## src/rtl/gpu_vram_pkg.sv

```systemverilog
// Shared types and constants for the VRAM access scheduler.
// Holds the CPU address map, memory address widths, region and read-FSM
// enums, the write-FIFO entry layout and the address decode function.
package gpu_vram_pkg;

  localparam int unsigned CPU_AW   = 16;
  localparam int unsigned DATA_W   = 8;
  localparam int unsigned TILE_AW  = 11;
  localparam int unsigned ATTR_AW  = 12;
  localparam int unsigned COLOR_AW = 4;
  // Entries carry the widest region offset; narrower regions use the low bits.
  localparam int unsigned ENTRY_AW = ATTR_AW;

  localparam logic [CPU_AW-1:0] TILE_BASE  = 16'h0000;
  localparam logic [CPU_AW-1:0] TILE_MASK  = 16'hF800;
  localparam logic [CPU_AW-1:0] ATTR_BASE  = 16'h1000;
  localparam logic [CPU_AW-1:0] ATTR_MASK  = 16'hF000;
  localparam logic [CPU_AW-1:0] COLOR_BASE = 16'h2000;
  localparam logic [CPU_AW-1:0] COLOR_MASK = 16'hFFF0;

  typedef enum logic [1:0] {REG_TILE, REG_ATTR, REG_COLOR, REG_NONE} region_t;

  typedef enum logic [1:0] {IDLE, RD_WAIT, RD_DATA} state_t;

  typedef struct packed {
    region_t               region;
    logic [ENTRY_AW-1:0]   addr;
    logic [DATA_W-1:0]     data;
  } wr_entry_t;

  // Map a unified CPU address onto the memory it targets.
  function automatic region_t decode_region(input logic [CPU_AW-1:0] addr);
    if ((addr & TILE_MASK) == TILE_BASE) return REG_TILE;
    if ((addr & ATTR_MASK) == ATTR_BASE) return REG_ATTR;
    if ((addr & COLOR_MASK) == COLOR_BASE) return REG_COLOR;
    return REG_NONE;
  endfunction

endpackage

```

## src/rtl/vram_write_fifo.sv

```systemverilog
// Synchronous FIFO buffering decoded CPU writes.
// Ports: clk, reset_n (async active-low), push/push_entry (enqueue),
// pop (dequeue), head_c (combinational view of the oldest entry),
// full, empty (derived from the registered occupancy count).
module vram_write_fifo
  import gpu_vram_pkg::*;
#(
  parameter int unsigned DEPTH = 4
) (
  input  logic      clk,
  input  logic      reset_n,
  input  logic      push,
  input  wr_entry_t push_entry,
  input  logic      pop,
  output wr_entry_t head_c,
  output logic      full,
  output logic      empty
);

  localparam int unsigned PTR_W = (DEPTH > 1) ? $clog2(DEPTH) : 1;
  localparam int unsigned CNT_W = PTR_W + 1;

  wr_entry_t          mem [DEPTH];
  logic [PTR_W-1:0]   wr_ptr;
  logic [PTR_W-1:0]   rd_ptr;
  logic [CNT_W-1:0]   count;
  logic               do_push;
  logic               do_pop;

  assign do_push = push && !full;
  assign do_pop  = pop && !empty;
  assign full    = (count == CNT_W'(DEPTH));
  assign empty   = (count == '0);
  assign head_c  = mem[rd_ptr];

  // Storage needs no reset; occupancy is tracked by the pointers and count.
  always_ff @(posedge clk) begin
    if (do_push) mem[wr_ptr] <= push_entry;
  end

  // Pointers wrap naturally because DEPTH is a power of two.
  always_ff @(posedge clk or negedge reset_n) begin
    if (!reset_n) begin
      wr_ptr <= '0;
      rd_ptr <= '0;
      count  <= '0;
    end else begin
      if (do_push) wr_ptr <= wr_ptr + PTR_W'(1);
      if (do_pop)  rd_ptr <= rd_ptr + PTR_W'(1);
      case ({do_push, do_pop})
        2'b10:   count <= count + CNT_W'(1);
        2'b01:   count <= count - CNT_W'(1);
        default: count <= count;
      endcase
    end
  end

endmodule

```

## src/rtl/vram_access_scheduler.sv

```systemverilog
// Schedules CPU accesses into the tile, attribute and color memories.
// CPU writes are queued and drained one per cycle to the memory write ports;
// CPU reads share each memory's read port with the renderer, which wins.
// Ports: clk, reset_n; cpu_req_* / cpu_rsp_* CPU bus; render_*_read_* renderer
// requests; *_memory_read_* / *_memory_write_* memory ports; render_stall;
// unmapped_count (saturating).
// Optional macro STARVE_GUARD_EN: after STARVE_LIMIT waiting cycles a pending
// CPU read steals the port for one cycle and render_stall flags that cycle.
module vram_access_scheduler
  import gpu_vram_pkg::*;
#(
  parameter int unsigned FIFO_DEPTH   = 4,
  parameter int unsigned STARVE_LIMIT = 16
) (
  input  logic                clk,
  input  logic                reset_n,
  input  logic                cpu_req_valid,
  input  logic                cpu_req_rw,
  input  logic [CPU_AW-1:0]   cpu_req_addr,
  input  logic [DATA_W-1:0]   cpu_req_data,
  output logic                cpu_req_ready,
  output logic                cpu_rsp_valid,
  output logic [DATA_W-1:0]   cpu_rsp_data,
  input  logic                render_tile_read_enable,
  input  logic                render_attribute_read_enable,
  input  logic                render_color_read_enable,
  input  logic [TILE_AW-1:0]  render_tile_read_addr,
  input  logic [ATTR_AW-1:0]  render_attribute_read_addr,
  input  logic [COLOR_AW-1:0] render_color_read_addr,
  output logic                render_stall,
  output logic                tile_memory_read_enable,
  output logic                attribute_memory_read_enable,
  output logic                color_memory_read_enable,
  output logic [TILE_AW-1:0]  tile_memory_read_addr,
  output logic [ATTR_AW-1:0]  attribute_memory_read_addr,
  output logic [COLOR_AW-1:0] color_memory_read_addr,
  input  logic [DATA_W-1:0]   tile_memory_read_data,
  input  logic [DATA_W-1:0]   attribute_memory_read_data,
  input  logic [DATA_W-1:0]   color_memory_read_data,
  output logic                tile_memory_write_enable,
  output logic                attribute_memory_write_enable,
  output logic                color_memory_write_enable,
  output logic [TILE_AW-1:0]  tile_memory_write_addr,
  output logic [ATTR_AW-1:0]  attribute_memory_write_addr,
  output logic [COLOR_AW-1:0] color_memory_write_addr,
  output logic [DATA_W-1:0]   tile_memory_write_data,
  output logic [DATA_W-1:0]   attribute_memory_write_data,
  output logic [DATA_W-1:0]   color_memory_write_data,
  output logic [7:0]          unmapped_count
);

  state_t              state;
  region_t             rd_region;
  logic [ENTRY_AW-1:0] rd_addr;
  region_t             req_region;
  wr_entry_t           push_entry;
  wr_entry_t           head;
  logic                fifo_full;
  logic                fifo_empty;
  logic                push;
  logic                pop;
  logic                accept;
  logic                write_active;
  logic                target_render_en;
  logic                steal;
  logic                cpu_grant;
  logic [DATA_W-1:0]   rsp_sel;
  logic [1:0]          unmapped_incr;
  logic [8:0]          unmapped_sum;

  assign req_region   = decode_region(cpu_req_addr);
  assign write_active = tile_memory_write_enable || attribute_memory_write_enable ||
                        color_memory_write_enable;

  // Reads wait for every queued and in-flight write so they observe it.
  assign cpu_req_ready = (state == IDLE) &&
                         (cpu_req_rw ? (fifo_empty && !write_active) : !fifo_full);
  assign accept        = cpu_req_valid && cpu_req_ready;
  assign push          = accept && !cpu_req_rw;
  assign pop           = !fifo_empty;
  assign push_entry    = '{region: req_region, addr: cpu_req_addr[ENTRY_AW-1:0],
                           data: cpu_req_data};

  vram_write_fifo #(.DEPTH(FIFO_DEPTH)) u_write_fifo (
    .clk        (clk),
    .reset_n    (reset_n),
    .push       (push),
    .push_entry (push_entry),
    .pop        (pop),
    .head_c     (head),
    .full       (fifo_full),
    .empty      (fifo_empty)
  );

  // Renderer request and memory data for the region of the pending read.
  always_comb begin
    target_render_en = 1'b0;
    rsp_sel          = '0;
    case (rd_region)
      REG_TILE: begin
        target_render_en = render_tile_read_enable;
        rsp_sel          = tile_memory_read_data;
      end
      REG_ATTR: begin
        target_render_en = render_attribute_read_enable;
        rsp_sel          = attribute_memory_read_data;
      end
      REG_COLOR: begin
        target_render_en = render_color_read_enable;
        rsp_sel          = color_memory_read_data;
      end
      default: begin
        target_render_en = 1'b0;
        rsp_sel          = '0;
      end
    endcase
  end

  assign cpu_grant = (state == RD_WAIT) && (!target_render_en || steal);

`ifdef STARVE_GUARD_EN
  localparam int unsigned WAIT_W = $clog2(STARVE_LIMIT + 1);

  logic [WAIT_W-1:0] wait_cnt;
  logic              steal_q;

  // Counts blocked RD_WAIT cycles; the cycle after the limit is a forced steal.
  always_ff @(posedge clk or negedge reset_n) begin
    if (!reset_n) begin
      wait_cnt <= '0;
      steal_q  <= 1'b0;
    end else if (state == RD_WAIT && !cpu_grant) begin
      wait_cnt <= wait_cnt + WAIT_W'(1);
      steal_q  <= (wait_cnt == WAIT_W'(STARVE_LIMIT - 1));
    end else begin
      wait_cnt <= '0;
      steal_q  <= 1'b0;
    end
  end

  assign steal        = steal_q;
  assign render_stall = steal_q;
`else
  // The starvation limit only matters when the guard is built in.
  localparam int unsigned unused_starve_limit = STARVE_LIMIT;

  assign steal        = 1'b0;
  assign render_stall = 1'b0;
`endif

  // Read port sharing: renderer address unless the CPU holds the grant.
  assign tile_memory_read_enable      = render_tile_read_enable ||
                                        (cpu_grant && rd_region == REG_TILE);
  assign attribute_memory_read_enable = render_attribute_read_enable ||
                                        (cpu_grant && rd_region == REG_ATTR);
  assign color_memory_read_enable     = render_color_read_enable ||
                                        (cpu_grant && rd_region == REG_COLOR);
  assign tile_memory_read_addr        = (cpu_grant && rd_region == REG_TILE) ?
                                        rd_addr[TILE_AW-1:0] : render_tile_read_addr;
  assign attribute_memory_read_addr   = (cpu_grant && rd_region == REG_ATTR) ?
                                        rd_addr[ATTR_AW-1:0] : render_attribute_read_addr;
  assign color_memory_read_addr       = (cpu_grant && rd_region == REG_COLOR) ?
                                        rd_addr[COLOR_AW-1:0] : render_color_read_addr;

  // Unmapped writes and unmapped reads can each add one per cycle.
  assign unmapped_incr = 2'(pop && head.region == REG_NONE) +
                         2'(state == RD_DATA && rd_region == REG_NONE);
  assign unmapped_sum  = {1'b0, unmapped_count} + 9'(unmapped_incr);

  // Read FSM, response register, write-port drain and unmapped counter.
  always_ff @(posedge clk or negedge reset_n) begin
    if (!reset_n) begin
      state                         <= IDLE;
      rd_region                     <= REG_NONE;
      rd_addr                       <= '0;
      cpu_rsp_valid                 <= 1'b0;
      cpu_rsp_data                  <= '0;
      tile_memory_write_enable      <= 1'b0;
      attribute_memory_write_enable <= 1'b0;
      color_memory_write_enable     <= 1'b0;
      tile_memory_write_addr        <= '0;
      attribute_memory_write_addr   <= '0;
      color_memory_write_addr       <= '0;
      tile_memory_write_data        <= '0;
      attribute_memory_write_data   <= '0;
      color_memory_write_data       <= '0;
      unmapped_count                <= '0;
    end else begin
      cpu_rsp_valid <= 1'b0;

      case (state)
        IDLE: begin
          if (accept && cpu_req_rw) begin
            rd_addr   <= cpu_req_addr[ENTRY_AW-1:0];
            rd_region <= req_region;
            state     <= (req_region == REG_NONE) ? RD_DATA : RD_WAIT;
          end
        end
        RD_WAIT: begin
          if (cpu_grant) state <= RD_DATA;
        end
        RD_DATA: begin
          cpu_rsp_valid <= 1'b1;
          cpu_rsp_data  <= rsp_sel;
          state         <= IDLE;
        end
        default: state <= IDLE;
      endcase

      tile_memory_write_enable      <= pop && head.region == REG_TILE;
      attribute_memory_write_enable <= pop && head.region == REG_ATTR;
      color_memory_write_enable     <= pop && head.region == REG_COLOR;
      if (pop && head.region == REG_TILE) begin
        tile_memory_write_addr <= head.addr[TILE_AW-1:0];
        tile_memory_write_data <= head.data;
      end
      if (pop && head.region == REG_ATTR) begin
        attribute_memory_write_addr <= head.addr[ATTR_AW-1:0];
        attribute_memory_write_data <= head.data;
      end
      if (pop && head.region == REG_COLOR) begin
        color_memory_write_addr <= head.addr[COLOR_AW-1:0];
        color_memory_write_data <= head.data;
      end

      unmapped_count <= unmapped_sum[8] ? 8'hFF : unmapped_sum[7:0];
    end
  end

endmodule

```

## config.mk

```make
export PLATFORM = sky130hd
export DESIGN_NAME = vram_access_scheduler
export DESIGN_NICKNAME = d
export VERILOG_FILES = /design/src/rtl/gpu_vram_pkg.sv /design/src/rtl/vram_write_fifo.sv /design/src/rtl/vram_access_scheduler.sv
export SDC_FILE = /design/constraint.sdc
export NUM_CORES = 1
export LEC_CHECK = 0
export ABC_CLOCK_PERIOD_IN_PS = 2800
export CAP_MARGIN = 15
export CORE_UTILIZATION = 45
export DETAILED_ROUTE_END_ITERATION = 8
export HOLD_SLACK_MARGIN = 0.06
export PLACE_DENSITY = 0.8
export SLEW_MARGIN = 20
export SYNTH_ARGS = -nofsm -noshare
export SYNTH_HDL_FRONTEND = slang
export SYNTH_HIERARCHICAL = 1
export SYNTH_SLANG_ARGS = --single-unit
```

## constraint.sdc

```tcl
create_clock -name clk -period 2.8 [get_ports clk]
set_input_delay 0.42 -clock clk [delete_from_list [all_inputs] [get_ports clk]]
set_output_delay 0.42 -clock clk [all_outputs]
set_load 0.01 [all_outputs]
```

Word-level counts from Yosys, hierarchy flattened
Memories as Yosys holds them, arrays and structs flattened. Index checks and enable logic that the tools add are counted.

$add $sub $neg: 6. Eq/ne operators: 16. Multiplexer cells: 27. Reduce and logical (&&, ||, !) cells: 33.

Operator list (count): case mux 8 bit (3 select lines) (1); two-way mux 2 bit (9); zero test 16 bit (1); logical AND 1 bit (15); equality test 2 bit (second input constant) (7); equality test 12 x 10 -> 1 bit (second input constant) (1); two-way mux 12 bit (1); two-way mux 11 bit (1); two-way mux 1 bit (10); adder 8 x 2 -> 9 bit (1); equality test 2 x 1 -> 1 bit (second input constant) (4); two-way mux 8 bit (1); zero test 2 bit (3); case mux 3 bit (2 select lines) (1); zero test 1 bit (5); logical OR 1 bit (5); adder 2 x 1 -> 2 bit (second input constant) (2); equality test 4 x 1 -> 1 bit (second input constant) (1); two-way mux 4 bit (1); case mux 2 bit (2 select lines) (1); AND reduction 2 bit (2); adder 3 x 1 -> 3 bit (second input constant) (1); equality test 3 bit (second input constant) (1); zero test 3 bit (1); 6 further kinds (6).

Flip-flop bits (word level): 94. Bits in writable memories: 88. Input bits: 82. Output and inout bits: 103. Word-level logic and storage cells: 101. Memories: 1.

Memories: u_write_fifo.mem (words 4, bits a word 22, read ports 1, clocked after Yosys merged registers in 0, wr ports 1, line vram_write_fifo.sv:23) `wr_entry_t mem [DEPTH];`.

Depth between registers and ports, before layout
Gate-level depths: netlist of the first run.

Depth after elaboration: 12. Mapped depth: 14. Gate-level depth less buffers: 14.

By module
Netlist of the first run, hierarchy kept.

Modules (own cells, without submodules): vram_access_scheduler (times used 1, cells each 303, area an instance 3996.3 µm², seq. area each 2179.6 µm²); vram_write_fifo (times used 1, cells each 154, area an instance 3604.7 µm², seq. area each 2817.7 µm²).

Least setup slack after synthesis of the first run
OpenSTA, ideal clock, no wires.

Path type: reg2reg. From: register u_write_fifo.count[0]. To: register u_write_fifo.count[2]. Setup time: 125 ps. Arrival time: 2900 ps. Required time: 2675 ps. Path slack: -225 ps. Cell stages (with the launch flop): 15. Path buffers: 0. Period minus slack after synthesis: 3025 ps. Cells stage by stage: dfrtp_1 > or3_2 > inv_1 > nor4b_2 > a21oi_1 > nor3_1 > and3b_1 > and2_4 > inv_1 > ha_1 > inv_1 > fa_1 > xor2_1 > nor2_1 > xor2_1.

Cells in the longest elaborated chain, start to end: 9. Elaborated cells on any way between the ends: 16. Those cells by class: add/sub: 2; eq/ne: 3; mux: 2; reduce/logical: 9.

Ends and longest elaborated chain: start: declaration (line vram_write_fifo.sv:26) `logic [CNT_W-1:0] count;`; start signal: assignment (line vram_write_fifo.sv:51) `2'b10: count <= count + CNT_W'(1);`; start signal: assignment (line vram_write_fifo.sv:52) `2'b01: count <= count - CNT_W'(1);`; start signal: assignment (line vram_write_fifo.sv:53) `default: count <= count;`; zero test 3 bit * (line vram_write_fifo.sv:33) `assign empty = (count == '0);`; via fifo_empty (line vram_access_scheduler.sv:59) `logic fifo_empty;`; logical AND 1 bit * (line vram_access_scheduler.sv:77) `(cpu_req_rw ? (fifo_empty && !write_active) : !fifo_full);`; two-way mux 1 bit * (line vram_access_scheduler.sv:77); logical AND 1 bit * (line vram_access_scheduler.sv:76) `assign cpu_req_ready = (state == IDLE) &&`; via cpu_req_ready (line vram_access_scheduler.sv:21) `output logic cpu_req_ready,`; logical AND 1 bit * (line vram_access_scheduler.sv:78) `assign accept = cpu_req_valid && cpu_req_ready;`; logical AND 1 bit * (line vram_access_scheduler.sv:79) `assign push = accept && !cpu_req_rw;`; via push (line vram_access_scheduler.sv:60) `logic push;`; logical AND 1 bit * (line vram_write_fifo.sv:30) `assign do_push = push && !full;`; equality test 2 x 1 -> 1 bit or equality test 2 bit (tied branches) (line vram_write_fifo.sv:50) `case ({do_push, do_pop})`; case mux 3 bit (2 select lines) or nonzero test 2 bit (tied branches).

Mark *: on every way through the listed nets, which the timed path passes. The rest lies on a longest branch. A chain may end at the register's enable or synchronous reset.

Worst setup path in the final report of the first run
From: register state[1]. To: output tile_memory_read_addr[8].

Cells in the longest elaborated chain, start to end: 4.

Ends and longest elaborated chain: start: declaration (line vram_access_scheduler.sv:52) `state_t state;`; start signal: assignment (line vram_access_scheduler.sv:196) `state <= (req_region == REG_NONE) ? RD_DATA : RD_WAIT;`; equality test 2 x 1 -> 1 bit (line vram_access_scheduler.sv:119) `assign cpu_grant = (state == RD_WAIT) && (!target_render_en || steal);`; logical AND 1 bit (line vram_access_scheduler.sv:119); logical AND 1 bit (line vram_access_scheduler.sv:158) `assign tile_memory_read_addr = (cpu_grant && rd_region == REG_TILE) ?`; two-way mux 11 bit (line vram_access_scheduler.sv:158); end: declaration (line vram_access_scheduler.sv:34) `output logic [TILE_AW-1:0] tile_memory_read_addr,`.

No other way between the ends.

==> metrics.csv, run 1 <==
stage,metric,value,unit
logic_synthesis,ffs_w_async_s_r_synth,0.5165,
floorplan,core_region_area,16520,µm²
setup_path,timing.rr.start,u_write_fifo/count[0]$_DFFE_PN0P_,
floorplan,rows,47,
flow_run,cap_viol_max_count,0,
setup_path,critical_path.n_buffers_inverters,1,
min_path,worst_hold_path.num_cells,2,
setup_path,timing.critical_path.required,2.38,ns
power,peakVddDrop,535.8,µV
timing,slew_viol_final,0,
global_route,initial_antenna_violation_count,0,
floorplan,die_width,132.0,µm
place,gp_congestion,0.7549,
power,internal-power,7.267,mW
timing,report.final.setup_viol,0,
setup_path,slowest_stage_delay_on_critical_path,0.54,ns
clock_network,clk_root_buffer_cell,clkbuf_16,
power,clkPwrFrac,0.223,
setup_path,crit_fanout,12,
cells_and_area,layout.cell_area.non_filler,10450,µm²
cells_and_area,area_growth,37.50,%
cells_and_area,post_route_cells_drive_above_1_share,0.2897,
timing,setup_tns_final,0,ns
route,drtPass1Iterations,4,
setup_path,timing_worst_setup_path_type,flop to output port,
route,remaining_antenna_violation_count_after_routing,0,
setup_path,timing.reg2reg.setup_slack,0.10,ns
global_route,grt_pass1_wl,26.24,mm
timing,final.setup.worst_slack,0.06336,ns
cells_and_area,antenna_cells,0,
logic_synthesis,yosysWarnings,6,
global_route,first_global_vias,5000,
power,swShare,0.3029,
setup_path,r2r_cells,12,
logic_synthesis,synth.net_count,547,
route,route.detailed.vias_per_inst,5.161,
cells_and_area,layout.area.seq,5000,µm²
route,drt-total-wl,16.36,mm
logic_synthesis,syn-instance-count,457,
logic_synthesis,synth_enable_flop_cells,88,
global_route,grt_start_max_net_pins,52,
power,total_power,10.42,mW
power,p_leak,4.113,nW
cells_and_area,layoutNonFillerInstCount,900,
timing,worst-slew-pin-transition,0.5894,ns
min_path,hold_start,cpu_rsp_data[7]$_DFFE_PN0N_,
setup_path,crit_arrival,2.32,ns
setup_path,worst_path_cell_chain,nand2b_4 -> or4_4 -> mux2_2 -> clkdlybuf4s50_1,
min_path,hold_path_end,cpu_rsp_data[7]$_DFFE_PN0N_,
clock_network,clock_insertion_delay_worst_skew,0.42,ns
place,dpl-instance-area,9782,µm²
global_route,grt-ovfl-total,0,
floorplan,io-pin-count,185,
setup_path,sort_of_element_at_the_end_of_the_critical_path,output port,
place,io_buffers,183,
route,route.detailed.wl_per_inst,18.18,µm
timing,final.setup_skew,0.008731,ns
timing,finalHoldViolCount,0,
logic_synthesis,syn_area,7601,µm²
power,combinationalPowerShare,0.390,
timing,fin_crit,2.737,ns
route,drtIter0Drc,220,
setup_path,critPathLaunchType,flop,
cells_and_area,num-fill-cells,1188,
place,dp.cells,859,
route,route.detailed.drc,0,
clock_network,clock_buffer_count_from_cts,17,
clock_network,path_clk_slew,0.06,ns
clock_network,cts.sink_count,182,
min_path,worstHoldPathType,flop to flop,
logic_synthesis,synthesis.area_per_instance,16.63,µm²
power,switching_power,3.157,mW
logic_synthesis,synth.distinct_cells,44,
place,place_hpwl,11.71,mm
floorplan,floorplan.initialDensity,0.4600,
floorplan,chipHeight,132.0,µm
logic_synthesis,ys_seq_elements,182,
setup_path,worst_path_slowest_cell,or4_4,
clock_network,ctsLongestPathBuffers,2,
cells_and_area,most-common-layout-cells,"169 x clkdlybuf4s50_1, 90 x dfrtp_1, 88 x edfxtp_1",
route,vias,4645,
power,cellPowerDensity,997.4,nW/µm²
timing,final.period_utilization,0.9774,
global_route,groute.usage.overall,0.1978,
timing,timing.max_slew.rel_slack,0.6071,
setup_path,cp_top_family,simple AND/OR/NAND/NOR gates,
cells_and_area,multi_input_gate_area_in_the_final_layout,2499,µm²
setup_path,endpoint_of_the_most_critical_register_to_register_path,u_write_fifo/count[1]$_DFFE_PN0P_,
power,share_seq_of_total_power,0.387,
timing,fmaxAchievable,0.3654,GHz
logic_synthesis,ys_dominant_reg_cell,dfrtp_1,
logic_synthesis,ys_seq_area_frac,0.6574,
clock_network,cts_tree,done,
clock_network,cts.htree.levels,4,
floorplan,area_enclosed_by_the_die_boundary,17410,µm²
cells_and_area,mostFrequentLayoutCell,clkdlybuf4s50_1,
run_status,outcome,"finished, final reports clean",
place,preCtsSetupSlack,-0.009083,ns
cells_and_area,finish.net_count,757,
==> tightest hold or removal path, delay by kind of cell, from the launching register on <==
| kind | cells | cell delay, ns |
|---|---|---|
| AO/OA/AOI/OAI | 1 | 0.06 |
| AND/OR/NAND/NOR | 1 | 0.04 |
| flip-flops | 1 | 0.34 |
==> metrics by stage <==
| stage | hold WS, ns | utilization |
|---|---|---|
| after floorplan | 0.1244 | - |
| after global placement | 0.4448 | 0.5920 |
| final | 0.4761 | 0.6325 |
| after global routing | 0.5203 | 0.6325 |
| after CTS | 0.4845 | 0.6297 |
| after detailed placement | 0.4545 | 0.5920 |
==> layer usage <==
metal | global-route usage | share of wire | up-vias
li1 | - | - | 2128
met1 | 0.2307 | 0.40 | 2336
met2 | 0.3604 | 0.54 | 159
met3 | 0.03729 | 0.042 | 22
met5 | 0 | 0 | -
met4 | 0.07494 | 0.019 | 0
==> cell type report <==
cell class / count / share of cell area
clock buffers: 24 / 0.04813
repair buffers: 210 / 0.1954
multi-input cells: 244 / 0.2391
clock inverters: 8 / 0.008380
inverters: 12 / 0.004310
flip-flops and latches: 182 / 0.4784
well taps: 220 / 0.02634
==> synthesized netlist by cell type (2+ instances only) <==
cell	n	area [µm²]
nand3b_1	2	15.01
mux2i_1	10	100.1
nand2b_1	6	37.54
inv_1	12	45.04
nor3_1	4	20.02
nor2_1	16	60.06
nand3_1	7	35.03
o21ai_0	12	60.06
or4_1	2	15.01
edfxtp_1	88	2643
nand2_1	17	63.81
dfrtp_1	92	2302
xnor2_1	4	35.03
mux2_2	84	945.9
and3_2	4	30.03
buf_4	3	22.52
ha_1	6	75.07
nor3b_1	2	15.01
a21oi_1	10	50.05
dfstp_2	2	52.55
buf_6	2	22.52
nor2b_1	3	18.77
mux2_4	10	150.1
mux4_2	22	495.5
xor2_1	5	43.79
clkbuf_1	5	18.77
fa_1	2	40.04
buf_2	9	45.04
==> power groups by stage <==
stage	Combinational, mW	Sequential (mW)	Clock, mW
final	4.06	4.03	2.33
after global routing	4.35	4.13	2.48
after CTS	4.08	4.05	2.38
after detailed placement	4.05	4.09	0
after global placement	3.89	4.04	0
after floorplan	2.06	4.20	0
==> repair_timing <==
action	in CTS	in global routing
setup buffers	3	4
endpoints found under the hold margin	41	0
gates resized for setup	13	6
pin swaps	1	3
hold buffers	1	0
endpoints found under the setup margin	22	10
cloned	1	0
==> logic make-up (layout without fill, tap and decap cells) <==
family | Yosys count | in the layout | synth area share
mux | 126 | 126 | 0.2226
fa+ha+maj | 8 | 8 | 0.01514
compound gates | 25 | 25 | 0.01729
simple gates | 74 | 75 | 0.05597
other cells | 1 | 1 | 0.0004934
xor+xnor | 9 | 9 | 0.01037
buf+inv | 32 | 254 | 0.02074
flops | 182 | 182 | 0.6574
==> registers in the layout (all words and copies together), names as in the netlist <==
name and count:
tile_memory_write_data 8, attribute_memory_write_data 8, unmapped_count 8, state 2
u_write_fifo/count 3, color_memory_write_enable 1, cpu_rsp_data 8, attribute_memory_write_enable 1
u_write_fifo/rd_ptr 2, attribute_memory_write_addr 12, rd_region 2, u_write_fifo/mem 88
color_memory_write_addr 4, cpu_rsp_valid 1, u_write_fifo/wr_ptr 2, color_memory_write_data 8
tile_memory_write_addr 11, rd_addr 12, tile_memory_write_enable 1
==> worst max-delay path by stage <==
stage,cells after the start,startpoint,to,slack (ns)
4_1_cts,5,rd_region[0]$_DFFE_PN1P_,color_memory_read_addr[2],0.01
5_1_grt,14,u_write_fifo/count[0]$_DFFE_PN0P_,u_write_fifo/count[2]$_DFFE_PN0P_,-0.02
2_1_floorplan,14,u_write_fifo/count[0]$_DFFE_PN0P_,u_write_fifo/count[2]$_DFFE_PN0P_,0.02
6_report,4,state[1]$_DFFE_PN0P_,tile_memory_read_addr[8],0.06
3_3_place_gp,4,render_attribute_read_enable,attribute_memory_read_addr[5],0.04
3_5_place_dp,14,u_write_fifo/count[0]$_DFFE_PN0P_,u_write_fifo/count[2]$_DFFE_PN0P_,-0.009
Note: power is estimated with default switching activity, not from simulation.
==> inputs of run 2 (changes only) <==
Settings changed: ABC_CLOCK_PERIOD_IN_PS 2800 to unset, SKIP_CTS_REPAIR_TIMING set to 1.
==> run 2 against run 1 <==
Net effect:
- global-route usage fell by 0.14 points
- critical path depth did not move
- clock-buffer cell count unchanged
- power is 0.14% lower
- cell count grew 0.11%
- critical endpoint is now attribute_memory_read_addr[0]
- non-clock buffer count is 1 higher
- register-to-register slack about the same
- worst setup slack got worse by 0.034 ns
- hold slack about the same
- die area is the same
- sequential share of layout area fell by 0.29 points
- highest routed layer unchanged
- wire length about the same
==> metrics.csv, run 2 (synthesis gave the netlist of run 1 again) <==
stage,metric,value,unit,change
route,drtIter0Drc,237,,+7.7%
clock_network,path_clk_slew,0.06,ns,about the same
cells_and_area,area_growth,38.29,%,
clock_network,ctsLongestPathBuffers,2,,unchanged
power,total_power,10.41,mW,-0.14%
setup_path,critPathLaunchType,flop,,
power,peakVddDrop,542.1,µV,+1.2%
cells_and_area,most-common-layout-cells,"164 x clkdlybuf4s50_1, 91 x dfrtp_1, 88 x edfxtp_1",,
timing,slew_viol_final,0,,unchanged
global_route,grt_start_max_net_pins,52,,unchanged
timing,finalHoldViolCount,0,,unchanged
route,drtPass1Iterations,4,,unchanged
setup_path,crit_fanout,6,,-6
timing,final.setup_skew,0.008780,ns,+0.00004908 ns
floorplan,io-pin-count,185,,unchanged
power,share_seq_of_total_power,0.387,,about the same
global_route,grt-ovfl-total,0,,unchanged
cells_and_area,multi_input_gate_area_in_the_final_layout,2499,µm²,unchanged
route,remaining_antenna_violation_count_after_routing,0,,unchanged
timing,fin_crit,2.771,ns,+0.03442 ns
setup_path,slowest_stage_delay_on_critical_path,0.59,ns,+0.05 ns
floorplan,floorplan.initialDensity,0.4600,,unchanged
route,route.detailed.drc,0,,unchanged
global_route,initial_antenna_violation_count,0,,unchanged
cells_and_area,largest_register_ffs,88,,unchanged
place,gp_congestion,0.7549,,unchanged
clock_network,cts_tree,done,,
clock_network,clk_root_buffer_cell,clkbuf_16,,
cells_and_area,finish.net_count,758,,+0.13%
route,route.detailed.wl_per_inst,18.17,µm,about the same
floorplan,die_width,132.0,µm,unchanged
cells_and_area,final_core_area_utilization,0.6361,,+0.003634
cells_and_area,num-fill-cells,1175,,-1.1%
power,internal-power,7.262,mW,about the same
cells_and_area,mostFrequentLayoutCell,clkdlybuf4s50_1,,
flow_run,cap_viol_max_count,0,,unchanged
run_status,outcome,"finished, final reports clean",,
power,switching_power,3.147,mW,-0.33%
floorplan,core_region_area,16520,µm²,unchanged
setup_path,worst_path_slowest_cell,or4b_4,,
cells_and_area,register_ranked_first_by_flip_flop_count,u_write_fifo/mem,,
power,swShare,0.3023,,-0.0005531
clock_network,clock_insertion_delay_worst_skew,0.42,ns,about the same
setup_path,worst_path_cell_chain,nand2b_4 -> or4b_4 -> mux2_2 -> clkdlybuf4s50_1,,
timing,final.period_utilization,0.9897,,+0.01229
timing,fmaxAchievable,0.3609,GHz,-1.2%
setup_path,timing.critical_path.required,2.38,ns,about the same
route,vias,4635,,-0.22%
power,p_leak,4.250,nW,+3.3%
floorplan,rows,47,,unchanged
place,io_buffers,183,,unchanged
global_route,grt_pass1_wl,26.05,mm,-0.74%
cells_and_area,reg.largest.list,"u_write_fifo/mem x88, attribute_memory_write_addr x12, rd_addr x12",,
timing,setup_tns_final,0,ns,unchanged
cells_and_area,antenna_cells,0,,unchanged
route,route.detailed.vias_per_inst,5.144,,-0.33%
setup_path,crit_arrival,2.35,ns,+0.03 ns
timing,timing.max_slew.rel_slack,0.6089,,+0.001834
timing,report.final.setup_viol,0,,unchanged
place,place_hpwl,11.71,mm,unchanged
global_route,first_global_vias,4962,,-0.76%
global_route,groute.usage.overall,0.1964,,-0.001365
clock_network,cts.htree.levels,4,,unchanged
cells_and_area,layout.area.seq,4999,µm²,about the same
setup_path,sort_of_element_at_the_end_of_the_critical_path,output port,,
power,cellPowerDensity,990.2,nW/µm²,-0.71%
cells_and_area,post_route_cells_drive_above_1_share,0.2893,,-0.0004254
timing,final.setup.worst_slack,0.02894,ns,-0.03442 ns
place,preCtsSetupSlack,-0.009083,ns,unchanged
clock_network,clock_buffer_count_from_cts,17,,unchanged
power,clkPwrFrac,0.223,,about the same
route,drt-total-wl,16.37,mm,about the same
power,combinationalPowerShare,0.389,,about the same
floorplan,area_enclosed_by_the_die_boundary,17410,µm²,unchanged
min_path,worstHoldPathType,flop to flop,,
floorplan,chipHeight,132.0,µm,unchanged
timing,worst-slew-pin-transition,0.5866,ns,-0.002751 ns
setup_path,timing_worst_setup_path_type,flop to output port,,
clock_network,cts.sink_count,182,,unchanged
run 2: cell count changes in the layout (fill, tap and decap cells not counted), sizes merged:
| cell | change |
|---|---|
| dlymetal6s2s | +16 |
| dlygate4sd2 | -11 |
| clkdlybuf4s50 | -5 |
| buf | +1 |
run 2: stage by stage:
step	cell area [µm²]	cells	hold slack, ns
after global placement	9782	859	0.4448
after global routing	10510	901	0.5203
after CTS	10370	891	0.003576
after detailed placement	9782	859	0.4545
after floorplan	7619	457	0.1244
final	10510	901	0.4760
run 2: final timing paths:
path	slack [ns]	depth (start not counted)	end	startpoint
worst min register to register	0.48	2	cpu_rsp_data[7]$_DFFE_PN0N_	cpu_rsp_data[7]$_DFFE_PN0N_
worst max register to register	0.10	14	u_write_fifo/count[2]$_DFFE_PN0P_	u_write_fifo/count[0]$_DFFE_PN0P_
max in group asynchronous	1.56	3	attribute_memory_write_data[3]$_DFFE_PN0P_	reset_n
worst min-delay path	0.48	2	cpu_rsp_data[7]$_DFFE_PN0N_	cpu_rsp_data[7]$_DFFE_PN0N_
worst max-delay path	0.03	4	attribute_memory_read_addr[0]	state[1]$_DFFE_PN0P_
min in group asynchronous	0.53	2	rd_addr[6]$_DFFE_PN0P_	reset_n
run 2: power groups by stage:
| stage | logic, mW | clock network (mW) | registers [mW] |
|---|---|---|---|
| 2_1_floorplan | 2.06 | 0 | 4.20 |
| 3_3_place_gp | 3.89 | 0 | 4.04 |
| 3_5_place_dp | 4.05 | 0 | 4.09 |
| 4_1_cts | 4.08 | 2.38 | 4.04 |
| 5_1_grt | 4.35 | 2.48 | 4.13 |
| 6_report | 4.05 | 2.32 | 4.03 |
run 2: area by class of cell:
| cell class | count | share of cell area |
|---|---|---|
| Timing Repair Buffer | 211 | 0.2001 |
| Inverter | 12 | 0.004285 |
| Clock buffer | 24 | 0.04785 |
| Clock inverter | 8 | 0.008332 |
| Tap cell | 220 | 0.02619 |
| Multi-Input combinational cell | 244 | 0.2377 |
| Sequential cell | 182 | 0.4755 |
run 2: layer usage:
layer	routed length [µm]	global-route usage
met1	6396	0.2310
met2	8854	0.3554
met3	805	0.03729
met4	314	0.07494
met5	0	0
run 2: critical path: cells and delay by family (launching register included):
family | cells | cell delay (ns)
simple gates | 2 | 0.77
flops | 1 | 0.40
mux | 1 | 0.24
buf+inv | 1 | 0.52
==> inputs of run 3 (changes only) <==
Settings changed: CELL_PAD_IN_SITES_DETAIL_PLACEMENT set to 0, CELL_PAD_IN_SITES_GLOBAL_PLACEMENT set to 2, CORE_MARGIN set to 1, CORE_UTILIZATION 45 to 31, PLACE_DENSITY 0.8 to 0.78.
==> run 3 against run 2 <==
Net effect:
- clock-buffer cell count down 7
- sequential share of layout area down 0.76 points
- via count down 0.78%
- critical endpoint is now u_write_fifo/count[2]$_DFFE_PN0P_
- critical path type is now flop to flop
==> metrics.csv, run 3 (synthesis gave the netlist of run 1 again) <==
stage,metric,value,unit,change
clock_network,cts.htree.levels,4,,unchanged
cells_and_area,num-fill-cells,2080,,+77%
route,route.detailed.wl_per_inst,17.51,µm,-3.6%
global_route,grt-ovfl-total,0,,unchanged
flow_run,cap_viol_max_count,0,,unchanged
clock_network,cts.sink_count,182,,unchanged
timing,finalHoldViolCount,0,,unchanged
place,place_hpwl,12.35,mm,+5.4%
power,switching_power,3.276,mW,+4.1%
power,peakVddDrop,452.6,µV,-17%
cells_and_area,layout.cell_area.non_filler,10680,µm²,+1.6%
timing,final.setup.worst_slack,0.04839,ns,+0.01945 ns
cells_and_area,antenna_cells,0,,unchanged
clock_network,cts_tree,done,,
place,io_buffers,183,,unchanged
floorplan,floorplan.initialDensity,0.3200,,-0.1400
timing,rsz0062_at_grt,true,,
cells_and_area,layoutNonFillerInstCount,998,,+11%
run_status,outcome,"finished, final reports clean",,
global_route,grt_pass1_wl,27.26,mm,+4.6%
setup_path,crit_arrival,3.09,ns,+0.74 ns
route,route.detailed.vias_per_inst,4.608,,-10%
clock_network,path_clk_slew,0.07,ns,about the same
clock_network,clock_insertion_delay_worst_skew,0.43,ns,about the same
timing,final.setup_skew,0.01679,ns,+0.008011 ns
cells_and_area,final_core_area_utilization,0.4497,,-0.1864
timing,fin_hold_ws,0.07820,ns,-0.3978 ns
setup_path,timing.critical_path.required,3.14,ns,+0.76 ns
timing,fin_crit,2.752,ns,-0.01945 ns
setup_path,sort_of_element_at_the_end_of_the_critical_path,flop,,
cells_and_area,finish.net_count,756,,-0.26%
place,dp.cells,959,,+12%
cells_and_area,register_ranked_first_by_flip_flop_count,u_write_fifo/mem,,
setup_path,crit_fanout,6,,unchanged
clock_network,clk_root_buffer_cell,clkbuf_16,,
power,share_seq_of_total_power,0.384,,-0.003
floorplan,chipHeight,158.6,µm,+20%
cells_and_area,largest_register_ffs,88,,unchanged
setup_path,critPathLaunchType,flop,,
power,p_leak,4.267,nW,+0.40%
place,gp_congestion,0.7312,,-3.1%
power,swShare,0.3102,,+0.007843
power,internal-power,7.286,mW,+0.34%
cells_and_area,post_route_cells_drive_above_1_share,0.2946,,+0.005270
clock_network,ctsLongestPathBuffers,2,,unchanged
cells_and_area,mostFrequentLayoutCell,clkdlybuf4s50_1,,
route,drt-total-wl,17.48,mm,+6.8%
timing,slew_viol_final,0,,unchanged
route,drtPass1Iterations,4,,unchanged
timing,worst-slew-pin-transition,0.8509,ns,+0.2643 ns
power,clkPwrFrac,0.231,,+0.008
cells_and_area,most-common-layout-cells,"163 x clkdlybuf4s50_1, 91 x dfrtp_1, 88 x edfxtp_1",,
place,dpl-instance-area,9951,µm²,+1.7%
global_route,first_global_vias,4983,,+0.42%
floorplan,io-pin-count,185,,unchanged
route,remaining_antenna_violation_count_after_routing,0,,unchanged
power,cellPowerDensity,988.7,nW/µm²,-0.15%
power,total_power,10.56,mW,+1.5%
timing,final.period_utilization,0.9827,,-0.006946
floorplan,rows,56,,+19%
route,route.detailed.drc,0,,unchanged
floorplan,core_region_area,23750,µm²,+44%
cells_and_area,area_growth,40.54,%,
route,drtIter0Drc,188,,-21%
floorplan,area_enclosed_by_the_die_boundary,25150,µm²,+44%
power,combinationalPowerShare,0.385,,-0.004
timing,report.final.setup_viol,0,,unchanged
global_route,groute.usage.overall,0.1462,,-0.05023
place,preCtsSetupSlack,-0.08343,ns,-0.07434 ns
timing,fmaxAchievable,0.3634,GHz,+0.71%
timing,timing.max_slew.rel_slack,0.4327,,-0.1762
route,vias,4599,,-0.78%
global_route,grt_start_max_net_pins,63,,+21%
setup_path,timing_worst_setup_path_type,flop to flop,,
floorplan,die_width,158.6,µm,+20%
min_path,worstHoldPathType,input pin to asynchronous set/reset pin,,
cells_and_area,reg.largest.list,"u_write_fifo/mem x88, attribute_memory_write_addr x12, rd_addr x12",,
clock_network,clock_buffer_count_from_cts,17,,unchanged
timing,setup_tns_final,0,ns,unchanged
global_route,initial_antenna_violation_count,0,,unchanged
==> run 3: cell count changes in the layout (fill, tap and decap cells not counted), moves of 2 or more <==
cell | previous run | this run
buf_12 | 1 | 4
buf_4 | 26 | 22
clkbuf_1 | 3 | 0
clkbuf_8 | 3 | 0
clkinv_8 | 0 | 2
clkinvlp_4 | 2 | 0
inv_6 | 1 | 4
inv_8 | 1 | 3
==> run 3: worst paths after layout <==
check                                                  start                                 to  slack, ns  cells after the start
max                        u_write_fifo/count[0]$_DFFE_PN0P_  u_write_fifo/count[2]$_DFFE_PN0P_       0.05                     14
min                                                  reset_n        unmapped_count[6]$_DFF_PN0_       0.08                      1
min reg2reg                      cpu_rsp_data[0]$_DFFE_PN0N_        cpu_rsp_data[0]$_DFFE_PN0N_       0.49                      2
max reg2reg                u_write_fifo/count[0]$_DFFE_PN0P_  u_write_fifo/count[2]$_DFFE_PN0P_       0.05                     14
max in group asynchronous                            reset_n        unmapped_count[1]$_DFF_PN0_       1.93                      2
min in group clk                 cpu_rsp_data[0]$_DFFE_PN0N_        cpu_rsp_data[0]$_DFFE_PN0N_       0.49                      2
==> run 3: worst max-delay path, cell delays in order (launching register included) <==
cell,delay (ns)
dfrtp_1,0.42
or3b_4,0.45
inv_1,0.07
nor2_1,0.04
a21oi_2,0.12
nor3_2,0.06
and3b_2,0.21
and2_4,0.15
inv_1,0.06
ha_2,0.19
inv_2,0.04
fa_1,0.43
xor2_1,0.15
nor2_1,0.12
xor2_1,0.16
==> run 3: layer usage <==
layer	share of wire	vias up	track usage
li1	-	2123	-
met1	0.41	2331	0.1785
met2	0.52	132	0.2531
met3	0.051	13	0.03947
met4	0.011	0	0.04029
met5	0	-	0
==> run 3: cell type report <==
| cell class | instances | area (µm²) | share of cell area |
|---|---|---|---|
| Clock buffer | 17 | 425.4 | 0.03982 |
| Clock inverter | 15 | 188.9 | 0.01769 |
| Inverter | 12 | 45.04 | 0.004216 |
| Multi-Input combinational cell | 245 | 2511 | 0.2351 |
| Sequential cell | 182 | 4999 | 0.4679 |
| Tap cell | 319 | 399.1 | 0.03736 |
| Timing Repair Buffer | 208 | 2115 | 0.1979 |
==> run 3: power groups by stage <==
| stage | sequential (mW) | combinational, mW | clock, mW |
|---|---|---|---|
| floorplan | 4.20 | 2.06 | 0 |
| global placement | 4.06 | 4.00 | 0 |
| detailed placement | 4.11 | 4.12 | 0 |
| CTS | 4.06 | 4.13 | 2.53 |
| global route | 4.16 | 4.45 | 2.62 |
| finish | 4.05 | 4.07 | 2.44 |
